==> config.mk <==
export PLATFORM = sky130hd
export DESIGN_NAME = alu_arbiter
export DESIGN_NICKNAME = d
export VERILOG_FILES = /design/src/rtl/alu_arbiter.sv
export SDC_FILE = /design/constraint.sdc
export NUM_CORES = 1
export LEC_CHECK = 0
export ABC_AREA = 1
export BUFFER_PORTS_ARGS = -buffer_cell sky130_fd_sc_hd__buf_2
export CAP_MARGIN = 30
export CORE_MARGIN = 3
export CORE_UTILIZATION = 49
export DETAILED_ROUTE_END_ITERATION = 8
export HOLD_SLACK_MARGIN = 0.15
export PLACE_DENSITY = 0.86
export SETUP_SLACK_MARGIN = 0.2
export SYNTH_ARGS = -nofsm -noshare
export SYNTH_HDL_FRONTEND = slang
export SYNTH_SLANG_ARGS = --single-unit
==> constraint.sdc <==
create_clock -name clk -period 3.74 [get_ports clk]
set_input_delay 0.748 -clock clk [delete_from_list [all_inputs] [get_ports clk]]
set_output_delay 0.748 -clock clk [all_outputs]
set_load 0.02 [all_outputs]
==> src/rtl/alu_arbiter.sv <==
// Two-requester round-robin front end for a shared external ALU.
// Latches one operation, captures the ALU result, pulses the owner's done.
module alu_arbiter #(
  parameter int WIDTH = 32
) (
  input  logic             clk,
  input  logic             rst_n,
  input  logic             req0_valid,
  input  logic [2:0]       req0_op,
  input  logic [WIDTH-1:0] req0_a,
  input  logic [WIDTH-1:0] req0_b,
  output logic             req0_ready,
  output logic             req0_done,
  input  logic             req1_valid,
  input  logic [2:0]       req1_op,
  input  logic [WIDTH-1:0] req1_a,
  input  logic [WIDTH-1:0] req1_b,
  output logic             req1_ready,
  output logic             req1_done,
  output logic [2:0]       alu_op,
  output logic [WIDTH-1:0] alu_a,
  output logic [WIDTH-1:0] alu_b,
  input  logic [WIDTH-1:0] alu_result,
  input  logic             alu_zero,
  output logic [WIDTH-1:0] rsp_result,
  output logic             rsp_zero,
  output logic             busy
);

  typedef enum logic [1:0] {
    IDLE = 2'd0,
    EXEC = 2'd1,
    RESP = 2'd2
  } state_t;

  state_t           r_state;
  logic             r_ptr;
  logic             r_owner;
  logic [2:0]       r_op;
  logic [WIDTH-1:0] r_a;
  logic [WIDTH-1:0] r_b;
  logic [WIDTH-1:0] r_res;
  logic             r_zero;

  logic w_idle;
  logic w_gnt0;
  logic w_gnt1;

  // rst_n gates the grants so ready stays low while reset is held
  assign w_idle = rst_n && (r_state == IDLE);
  assign w_gnt0 = w_idle && req0_valid
               && (!req1_valid || !r_ptr);
  assign w_gnt1 = w_idle && req1_valid
               && (!req0_valid || r_ptr);

  always_ff @(posedge clk or negedge rst_n) begin
    if (!rst_n) begin
      r_state <= IDLE;
      r_ptr   <= 1'b0;
      r_owner <= 1'b0;
      r_op    <= '0;
      r_a     <= '0;
      r_b     <= '0;
      r_res   <= '0;
      r_zero  <= 1'b0;
    end else begin
      unique case (r_state)
        IDLE: begin
          unique case (1'b1)
            w_gnt0: begin
              r_op    <= req0_op;
              r_a     <= req0_a;
              r_b     <= req0_b;
              r_owner <= 1'b0;
              r_ptr   <= 1'b1;
              r_state <= EXEC;
            end
            w_gnt1: begin
              r_op    <= req1_op;
              r_a     <= req1_a;
              r_b     <= req1_b;
              r_owner <= 1'b1;
              r_ptr   <= 1'b0;
              r_state <= EXEC;
            end
            default: r_state <= IDLE;
          endcase
        end
        EXEC: begin
          r_res   <= alu_result;
          r_zero  <= alu_zero;
          r_state <= RESP;
        end
        RESP:    r_state <= IDLE;
        default: r_state <= IDLE;
      endcase
    end
  end

  assign req0_ready = w_gnt0;
  assign req1_ready = w_gnt1;
  assign req0_done  = (r_state == RESP) && !r_owner;
  assign req1_done  = (r_state == RESP) && r_owner;
  assign busy       = (r_state == EXEC)
                   || (r_state == RESP);
  assign alu_op     = r_op;
  assign alu_a      = r_a;
  assign alu_b      = r_b;
  assign rsp_result = r_res;
  assign rsp_zero   = r_zero;

endmodule

==> metrics.md <==
| Metric | Value |
|---|---|
| Number of max-slew violations in the final report | `0` |
| First-pass GRT wire length | `roughly 23000 um` |
| Crit Reg-Reg Endpoint | `alu_a[25]` |
| Setup repair after global routing missed its margin | `false` |
| Peak VDD IR | `just over 400 uV` |
| Yosys Warn Count | `0` |
| Pre-CTS setup slack | `1.05 ns` |
| Post-CTS setup buffer count | `0` |
| Total detailed-routing wirelength | `around 15000 um` |
| TritonCTS clock tree | `done` |
| Area Overhead vs Synth | `30.5%` |
| Cells after synthesis | `675` |
| Number of distinct library cell variants in the gate-level netlist after synthesis | `15` |
| Critical Path End Type | `output pin` |
| Synth area leaders | `sky130_fd_sc_hd__dfrtp_1 (49%), sky130_fd_sc_hd__nand3_1 (19%), sky130_fd_sc_hd__inv_1 (9.9%), sky130_fd_sc_hd__nand2_1 (9.8%), sky130_fd_sc_hd__mux2_2 (7.0%)` |
| R2R cell count | `8` |
| Most used standard cell by instance count after synthesis | `sky130_fd_sc_hd__nand3_1` |
| Clock share of power | `0.162` |
| Share of synthesized flip-flops with an asynchronous set or reset | `1.00` |
| Average instance area after synthesis | `7.89 um^2` |
| Share of the synthesized area in the top cell type | `0.489` |
| Data arrival time of the critical path | `1.82 ns` |
| Number of placed instances with taps included | `between 1000 and 1500` |
| Buf/Inv on CP | `3` |
| Post-route cell area | `6950 um^2` |
| Peak clock frequency supported by timing | `389 MHz` |
| Number of standard cells in the layout, taps in and fillers out | `roughly 1100` |
| Netlist Area Pre-Place | `5330 um^2` |
| Die Footprint | `between 10000 and 15000 um^2` |
| Detailed Place HPWL | `11000 um` |
| # nets final | `1099` |
| Effective utilization at floorplan | `0.509` |
| Number of placement rows | `37` |
| Most used flip-flop cell after synthesis | `sky130_fd_sc_hd__dfrtp_1` |
| Fin Setup TNS | `0 ns` |
| Worst-Skew Late Latency | `0.36 ns` |
| PostCTS Resize Cnt | `0` |
| Crit share post-route | `0.688` |
| Per-cell via count in the routed design | `roughly 5` |
| Drt wl/cell | `between 10 and 15 um` |
| Switching share of power | `0.422` |
| Drt first-iter violations | `around 450` |
| Measured slew at the worst slew-check pin | `0.806 ns` |
| Worst hold path class | `in -> async` |
| Clock buffer depth | `2` |
| GRT Resource Usage Total | `0.241` |
| DP Area | `6750 um^2` |
| Leakage | `4.29 nW` |
| Total CTS buffers | `9` |
| Final setup violation count | `0` |
| Antenna-violating nets left | `0` |
| Chip Height | `110 um` |
| Result of the run | `completed` |
| Required time at the endpoint of the critical path | `2.99 ns` |
| Number of synthesized flops with an enable pin | `0` |
| Post-layout minimum cycle time | `2.57 ns` |
| Commonest cells post-synth | `sky130_fd_sc_hd__nand3_1 (204), sky130_fd_sc_hd__inv_1 (141), sky130_fd_sc_hd__nand2_1 (139)` |
| Int Power | `0.00246 W` |
| DRC violations left | `0` |
| Total power of the final layout | `0.00425 W` |
| Power spent charging and discharging nets | `0.00180 W` |
| CTS root buf | `sky130_fd_sc_hd__clkbuf_8` |
| Clock sink count | `104` |
| Startpoint of the worst-slack reg-to-reg timing path | `r_state[0]` |
| Number of flip-flops and latches in the synthesized netlist | `roughly 100` |
| R2r setup slk | `around 1.7 ns` |
| Largest delay share family, worst path | `buffers and inverters` |
| Chain of cells forming the critical path | `buf_4 > nand2_1 > nor2_4 > nand2_2 > inv_1 > buf_2` |
| Clock-pin slew of the registers on the worst-case setup and hold paths | `0.11 ns` |
| Clock H-tree levels | `3` |
| Critical path fanouts, max | `43` |
| Final GP Congestion | `0.783` |
| Count of vias placed by the detailed router | `5225` |
| Antenna violations before repair | `0` |
| Num ports | `276` |
| Power density over the cells | `612 nW/um^2` |
| Hold Buf Count CTS | `0` |
| Number of global-route vias before repair | `4759` |
| Final WS setup | `about 1.2 ns` |
| Net count after synthesis | `849` |
| Slowest CP cell | `sky130_fd_sc_hd__buf_4` |
| Maximum number of pins on one net before global-route repair | `71` |
| Number of fill cells | `just over 900` |
| Type of origin of the critical path | `input pin` |
| Number of port buffers | `275` |
| Antenna diode count | `0` |
| Highest cell delay on the worst timing path | `0.45 ns` |
| Placeable core region | `10500 um^2` |
| Part of the power in registers | `0.408` |
| Die Wd | `110 um` |
| Hold Vio Cnt, Final | `0` |
| Remaining Overflow, GRT | `0` |
| Number of iterations in the first detailed-routing pass | `6` |
| Critical Setup Path Class | `in -> out` |
| Setup skew after layout | `0.0266 ns` |
| Combinational group share of total power | `0.429` |
| Fraction of final layout cells with drive strength greater than 1 | `0.366` |
| Post-synthesis cell type with the largest combined area | `sky130_fd_sc_hd__dfrtp_1` |
| Portion of the post-synthesis area used by sequential elements | `0.489` |
| Maximum Capacitance Violations | `0` |
| Tightest slew margin relative to the limit | `0.463` |
[power by group through the flow]
| stage | clock (W) | combinational (W) | sequential [W] |
|---|---|---|---|
| 2_1_floorplan | 0 | 0.000650 | 0.00223 |
| 3_3_place_gp | 0 | 0.00180 | 0.00174 |
| 3_5_place_dp | 0 | 0.00184 | 0.00175 |
| 4_1_cts | 0.000706 | 0.00184 | 0.00174 |
| 5_1_grt | 0.000752 | 0.00198 | 0.00179 |
| 6_report | 0.000690 | 0.00183 | 0.00174 |
[routing by layer]
layer / routed length [um] / GRT usage / vias up
met1: 6000 / 0.311 / 2375
met5: 0 / 0 / -
met3: 1210 / 0.0472 / 17
met2: 7910 / 0.422 / 234
met4: 207 / 0.0545 / 0
li1: - / - / 2599
[registers in the layout, indices dropped and copies added, names as in the netlist]
name        count
rsp_zero        1
r_owner         1
r_ptr           1
r_state         2
alu_op          3
alu_a          32
alu_b          32
rsp_result     32
[placed cells by master, fill, tap and decap left out, drive strengths merged]
master  count
buf       285
inv       144
a21oi       2
clkbuf     10
ha          3
nand2     140
mux2       33
clkinv      3
nand3     204
dfrtp     104
nor2        2
[stage by stage]
stage / util / hold slack [ns]
detailed placement: 0.646 / 0.489
global placement: 0.646 / 0.482
finish: 0.664 / 0.384
global route: 0.664 / 0.402
floorplan: - / 0.452
CTS: 0.664 / 0.389
[logic make-up (layout without fill, tap and decap cells)]
kind of cell             after synthesis  count (layout)  share of synthesized area
adder cells (fa/ha/maj)                3               3                    0.00705
flip-flops                           104             104                      0.489
buffers and inverters                187             442                      0.140
AND/OR/NAND/NOR                      346             346                      0.293
AO/OA/AOI/OAI                          2               2                    0.00188
multiplexers                          33              33                     0.0698
[area by class of cell]
class                      count  area, um^2  area share
clock buffer                  10         138      0.0198
clock inverter                 6        60.1     0.00864
inverter                     141         529      0.0761
multi-input combinational    384        2000       0.287
sequential                   104        2600       0.374
tap                          136         170      0.0245
timing repair buffer         285        1450       0.209
[worst max-delay path by stage]
stage | cells after the start | slack, ns | endpoint | startpoint
floorplan | 3 | 1.48 | req0_ready | req0_valid
global placement | 7 | 1.12 | alu_b[11] | rst_n
detailed placement | 7 | 1.05 | alu_a[19] | rst_n
CTS | 6 | 1.13 | req1_ready | rst_n
global route | 6 | 1.03 | req1_ready | rst_n
finish | 6 | 1.17 | req1_ready | rst_n
Power figures use the tool's default switching activity.
